### src/rtl/ram_reader_pkg.sv
// Shared types and buffer sizing for the RAM burst reader.
package ram_reader_pkg;

    typedef enum logic [1:0] {
        IDLE  = 2'd0,
        READ  = 2'd1,
        DRAIN = 2'd2
    } state_t;

    localparam int BUF_DEPTH = 4;
    localparam int BUF_AW    = 2;

endpackage

### src/rtl/ram_reader_buf.sv
// Four-entry FIFO holding RAM words until the consumer accepts them.
module ram_reader_buf
    import ram_reader_pkg::*;
#(
    parameter int WIDTH = 8
) (
    input  logic              i_Clk,
    input  logic              i_Rst_L,
    input  logic              push,
    input  logic [WIDTH-1:0]  push_data,
    input  logic              pop,
    output logic [BUF_AW:0]   occupancy,
    output logic [WIDTH-1:0]  head_data
);

    logic [WIDTH-1:0]  mem_r [BUF_DEPTH];
    logic [BUF_AW-1:0] wr_ptr_r;
    logic [BUF_AW-1:0] rd_ptr_r;
    logic [BUF_AW:0]   count_r;
    logic              pop_s;

    // Pushes are never refused: the reader's credit rule keeps the FIFO from overflowing.
    assign pop_s = pop && (count_r != 3'd0);

    // Storage, pointers and occupancy count.
    always_ff @(posedge i_Clk or negedge i_Rst_L) begin
        if (!i_Rst_L) begin
            for (int i = 0; i < BUF_DEPTH; i++) begin
                mem_r[i] <= '0;
            end
            wr_ptr_r <= 2'd0;
            rd_ptr_r <= 2'd0;
            count_r  <= 3'd0;
        end else begin
            if (push) begin
                mem_r[wr_ptr_r] <= push_data;
                wr_ptr_r        <= wr_ptr_r + 2'd1;
            end
            if (pop_s) begin
                rd_ptr_r <= rd_ptr_r + 2'd1;
            end
            case ({push, pop_s})
                2'b10:   count_r <= count_r + 3'd1;
                2'b01:   count_r <= count_r - 3'd1;
                default: count_r <= count_r;
            endcase
        end
    end

    assign occupancy = count_r;
    assign head_data = mem_r[rd_ptr_r];

endmodule

### src/rtl/ram_burst_reader.sv
// Burst read engine: issues RAM read addresses under a credit limit and streams words out.
// Optional stall counter output enabled by RAM_BURST_READER_STALL_CNT_EN.
module ram_burst_reader
    import ram_reader_pkg::*;
#(
    parameter  int WIDTH = 8,
    parameter  int DEPTH = 256,
    localparam int AW    = $clog2(DEPTH)
) (
    input  logic             i_Clk,
    input  logic             i_Rst_L,
    input  logic             i_Start,
    input  logic [AW-1:0]    i_Start_Addr,
    input  logic [AW:0]      i_Length,
    output logic             o_Busy,
    output logic             o_Done,
    output logic [AW-1:0]    o_RAM_Addr,
    input  logic [WIDTH-1:0] i_RAM_Data,
    output logic             o_DV,
    output logic [WIDTH-1:0] o_Data,
    input  logic             i_Ready
`ifdef RAM_BURST_READER_STALL_CNT_EN
    ,output logic [15:0]     o_Stall_Count
`endif
);

    localparam logic [AW-1:0] ADDR_LAST = AW'(DEPTH - 1);
    localparam logic [AW-1:0] ADDR_ONE  = AW'(1'b1);
    localparam logic [AW:0]   LEN_ONE   = (AW + 1)'(1'b1);

    state_t              state_r;
    state_t              state_s;
    logic [AW:0]         remain_r;
    logic [AW-1:0]       addr_r;
    logic                v1_r;
    logic                v2_r;
    logic                done_r;
    logic [BUF_AW:0]     occ_s;
    logic [BUF_AW+1:0]   pending_s;
    logic                start_s;
    logic                start_go_s;
    logic                issue_s;
    logic                pop_s;
    logic                last_pop_s;

    // Explicit wrap so non-power-of-two depths stay inside the RAM.
    function automatic logic [AW-1:0] next_addr(input logic [AW-1:0] a);
        return (a == ADDR_LAST) ? '0 : a + ADDR_ONE;
    endfunction

    assign o_Busy     = (state_r != IDLE);
    assign start_s    = i_Start && !o_Busy;
    assign start_go_s = start_s && (i_Length != '0);
    assign pop_s      = o_DV && i_Ready;
    // v1_r: address registered, RAM not yet out; v2_r: RAM data valid, captured next edge.
    assign pending_s  = {1'b0, occ_s} + {3'b000, v1_r} + {3'b000, v2_r} - {3'b000, pop_s};
    assign issue_s    = (state_r == READ) && (remain_r != '0) && (pending_s < 4'd4);
    assign last_pop_s = (state_r == DRAIN) && pop_s && (occ_s == 3'd1) && !v1_r && !v2_r;

    // Next-state logic; the accepting start cycle issues the first address itself.
    always_comb begin
        state_s = state_r;
        case (state_r)
            IDLE: begin
                if (start_go_s) begin
                    state_s = (i_Length == LEN_ONE) ? DRAIN : READ;
                end else begin
                    state_s = IDLE;
                end
            end
            READ: begin
                if (issue_s && (remain_r == LEN_ONE)) begin
                    state_s = DRAIN;
                end else begin
                    state_s = READ;
                end
            end
            DRAIN: begin
                if (last_pop_s) begin
                    state_s = IDLE;
                end else begin
                    state_s = DRAIN;
                end
            end
            default: state_s = IDLE;
        endcase
    end

    // State, address/length counters, in-flight pipeline and completion pulse.
    always_ff @(posedge i_Clk or negedge i_Rst_L) begin
        if (!i_Rst_L) begin
            state_r  <= IDLE;
            remain_r <= '0;
            addr_r   <= '0;
            v1_r     <= 1'b0;
            v2_r     <= 1'b0;
            done_r   <= 1'b0;
        end else begin
            state_r <= state_s;
            done_r  <= (start_s && (i_Length == '0)) || last_pop_s;
            v1_r    <= start_go_s || issue_s;
            v2_r    <= v1_r;
            if (start_go_s) begin
                addr_r   <= i_Start_Addr;
                remain_r <= i_Length - LEN_ONE;
            end else if (issue_s) begin
                addr_r   <= next_addr(addr_r);
                remain_r <= remain_r - LEN_ONE;
            end
        end
    end

    assign o_RAM_Addr = addr_r;
    assign o_Done     = done_r;
    assign o_DV       = (occ_s != 3'd0);

    ram_reader_buf #(
        .WIDTH (WIDTH)
    ) u_buf (
        .i_Clk     (i_Clk),
        .i_Rst_L   (i_Rst_L),
        .push      (v2_r),
        .push_data (i_RAM_Data),
        .pop       (pop_s),
        .occupancy (occ_s),
        .head_data (o_Data)
    );

`ifdef RAM_BURST_READER_STALL_CNT_EN
    logic [15:0] stall_cnt_r;

    // Saturating count of cycles where a word waits on the consumer.
    always_ff @(posedge i_Clk or negedge i_Rst_L) begin
        if (!i_Rst_L) begin
            stall_cnt_r <= 16'd0;
        end else if (start_s) begin
            stall_cnt_r <= 16'd0;
        end else if (o_Busy && o_DV && !i_Ready && (stall_cnt_r != 16'hFFFF)) begin
            stall_cnt_r <= stall_cnt_r + 16'd1;
        end
    end

    assign o_Stall_Count = stall_cnt_r;
`endif

endmodule

### config.mk
export PLATFORM = sky130hd
export DESIGN_NAME = ram_burst_reader
export DESIGN_NICKNAME = d
export VERILOG_FILES = /design/src/rtl/ram_reader_pkg.sv /design/src/rtl/ram_reader_buf.sv /design/src/rtl/ram_burst_reader.sv
export SDC_FILE = /design/constraint.sdc
export NUM_CORES = 1
export LEC_CHECK = 0
export CAP_MARGIN = 20
export CORE_MARGIN = 1.5
export CORE_UTILIZATION = 30
export CTS_BUF_LIST = sky130_fd_sc_hd__clkbuf_16
export CTS_CLUSTER_SIZE = 20
export DETAILED_ROUTE_END_ITERATION = 10
export DONT_BUFFER_PORTS = 1
export SYNTH_ARGS = -nofsm -noshare
export SYNTH_HDL_FRONTEND = slang
export SYNTH_HIERARCHICAL = 1
export SYNTH_SLANG_ARGS = --single-unit
### constraint.sdc
create_clock -name i_Clk -period 4.52 [get_ports i_Clk]
set_input_delay 0.678 -clock i_Clk [delete_from_list [all_inputs] [get_ports i_Clk]]
set_output_delay 0.678 -clock i_Clk [all_outputs]
set_load 0.005 [all_outputs]
==> results.cfg <==
[global_routing]
antenna_found_initial = 0
grt_pass1_vias = 2278
grt_start_max_net_pins = 62
grtUsageTotal = 0.126
global_route.overflow_total = 0
grt_first_pass_wirelength_mm = 11.4

[drt]
wl_mm = 6.79
routed-wl-met3_um = 443
wl_per_cell_um = 15.3
detail-route-antenna-nets = 0
wl_met2_mm = 3.27
drt_iter0_drc = 103
dr.pass1.iters = 4
drcViolationCount = 0
wl_met1_mm = 3.02
vias = 2239
routed.top_layer = met4
via_per_inst = 5.05

[finish]
diodes = 0
multiInputGateArea_mm2 = 0.00168
drive_gt1_frac = 0.221
regArea_mm2 = 0.00153
area_delta_synth_final_pct = 11.6
final_util = 0.343
fillers = 1095
nets = 341

[logic_synthesis]
syn_avg_cell_area_um2 = 11.3
async_flop_share = 1.00
seq_area_frac_synth = 0.457
synthCells = 296
synth_edf_count = 0
synth_cell_types = 52
syn-cell-area_mm2 = 0.00334
synth_flop_cell = dfrtp_1
synth_seq_cells = 61
postSynthNetCount = 339
ys.warnings.count = 6

[setup_path]
cp-end-kind = register
arrival_ps = 3650
crit_fanout = 26
cp.required_ps = 4760
worstSetupPathType = reg -> reg
cp-start-kind = register

[sta]
worstMarginPinSlew_ps = 936
fin_ws_ps = 1100
totalNegativeSetupSlack_ps = 0
fmax_mhz = 293
min_period_ps = 3420
drv_slew = 0
final_min_period_over_clock_period = 0.756
fin_worst_skew_ps = 5.17
rsz0062_at_grt = false
finalSetupViolCount = 0
hold_viol = 0
relSlewSlack = 0.376

[placed_design]
portBuffers = 0
gp_congestion = 0.774
pre_cts_ws_ps = 1060
dpl.hpwl_mm = 4.81

[floorplan]
pin_count = 48
core-area_mm2 = 0.0108
rows = 38
dieArea_mm2 = 0.0118
initial_utilization = 0.308
die_x_um = 108
die_h_um = 108

[power_and_ir_drop]
cellLeakagePower_nw = 1.55
p_per_area_mw_per_mm2 = 745
peakVddDrop_mv = 0.297

[clock_network]
htree_num_levels = 3
cts_hold_buf = 0
cts_buffer_depth = 2
cts_sinks = 61
postCtsResizedCells = 0
numCtsBuffers = 9
cts_setup_buffers = 0
cts_tree = done
clk_pin_slew_ps = 50
clk-insertion-delay-late_ps = 320
cts-root-buf = clkbuf_16

[hold_path]
hold_class = in -> async

[job]
drv_cap = 0

[run_status]
outcome = finished clean
-- path summary, 6_finish.rpt --
path                                                to  cells after the start  slack (ps)                      startpoint
min in group i_Clk                      v2_r$_DFF_PN0_                      0         460                  v1_r$_DFF_PN0_
max                            remain_r[3]$_DFFE_PN0P_                     10        1100  u_buf/occupancy[1]$_DFFE_PN0P_
max in group asynchronous    o_RAM_Addr[4]$_DFFE_PN0P_                      0        4350                         i_Rst_L
max reg2reg                    remain_r[3]$_DFFE_PN0P_                     10        1100  u_buf/occupancy[1]$_DFFE_PN0P_
min reg2reg                             v2_r$_DFF_PN0_                      0         460                  v1_r$_DFF_PN0_
min                        u_buf/mem_r[27]$_DFFE_PN0P_                      0          50                         i_Rst_L
-- power breakdown --
part	switching (W)	internal, W	leakage [nW]
Sequential	0.000262	0.000821	0.713
Clock	0.000229	0.000417	0.139
Combinational	0.000505	0.000540	0.701
-- synth_stat cells, types with 2 or more instances --
library cell / instances / share of area
or3b_2: 2 / 0.0053
xnor2_1: 3 / 0.0079
a211oi_1: 2 / 0.0045
xor2_1: 9 / 0.024
nand4_1: 3 / 0.0056
a31oi_1: 14 / 0.026
buf_6: 4 / 0.013
nand3b_1: 4 / 0.0090
or3_1: 8 / 0.015
o21ai_0: 6 / 0.0090
nor3b_1: 2 / 0.0045
mux2_2: 32 / 0.11
mux4_2: 8 / 0.054
ha_1: 13 / 0.049
nor3_1: 4 / 0.0060
dfrtp_1: 61 / 0.46
inv_1: 17 / 0.019
nand2_1: 18 / 0.020
a21oi_1: 4 / 0.0060
and3_1: 4 / 0.0075
o31ai_1: 2 / 0.0045
o21ai_1: 5 / 0.0075
buf_2: 2 / 0.0030
nand3_1: 6 / 0.0090
a21o_1: 3 / 0.0067
nand2_2: 4 / 0.0075
o31a_1: 4 / 0.010
nor2_1: 25 / 0.028
or2_2: 4 / 0.0075
-- critical path, cell delays in order, from the launching register on --
cell and delay [ps]:
dfrtp_1 430, or3_1 440, nand2_1 130, or2_2 130, nand2_1 50, ha_1 280, a21o_1 190, a211oi_1 350
o2111ai_2 510, or4b_1 650, a31oi_1 170
-- sequential cells by signal, indices dropped and copies added, names as in the netlist, 2 cells and up --
register	cells
u_buf/occupancy	3
u_buf/wr_ptr_r	2
state_r	2
o_RAM_Addr	8
remain_r	9
u_buf/rd_ptr_r	2
u_buf/mem_r	32
-- placed cells by master (no fill, tap or decap), types with 4 or more instances in the layout --
cell type  Yosys  layout
dfrtp_1       61      61
mux2_2        32      32
nor2_1        25      25
nand2_1       18      18
inv_1         17      18
a31oi_1       14      14
ha_1          13      13
xor2_1         9       9
clkbuf_16      0       9
or3_1          8       8
mux4_2         8       8
o21ai_0        6       6
nand3_1        6       6
o21ai_1        5       5
or2_2          4       4
o31a_1         4       4
and3_1         4       4
nor3_1         4       4
a21oi_1        4       4
nand3b_1       4       4
nand2_2        4       4
-- final cells by class --
class / count / share of cell area
Multi-Input combinational cell: 209 / 0.450
Sequential cell: 61 / 0.410
Inverter: 17 / 0.0171
Clock inverter: 7 / 0.0155
Tap cell: 140 / 0.0470
Clock buffer: 9 / 0.0605
-- metal layers --
layer | global-route usage | up-vias
li1 | - | 1089
met1 | 0.151 | 1095
met2 | 0.207 | 49
met3 | 0.0464 | 6
met4 | 0.0451 | 0
met5 | 0 | -
-- through the flow --
| step | std cells | cell area, µm² | hold WS (ps) | total power (W) |
|---|---|---|---|---|
| global placement | 427 | 3440 | 385 | 0.00210 |
| floorplan | 296 | 3340 | 382 | 0.00198 |
| CTS | 443 | 3720 | 40.4 | 0.00281 |
| finish | 443 | 3720 | 53.8 | 0.00277 |
| global route | 443 | 3720 | 34.1 | 0.00301 |
| detailed placement | 427 | 3440 | 384 | 0.00215 |
-- cells by family after synthesis --
kind of cell | after synthesis | share of synthesized area
xor+xnor | 12 | 0.0315
buf+inv | 26 | 0.0405
simple gates | 92 | 0.145
mux | 41 | 0.165
compound gates | 50 | 0.106
flops | 61 | 0.457
fa+ha+maj | 14 | 0.0547
Note: power is estimated with default switching activity, not from simulation.
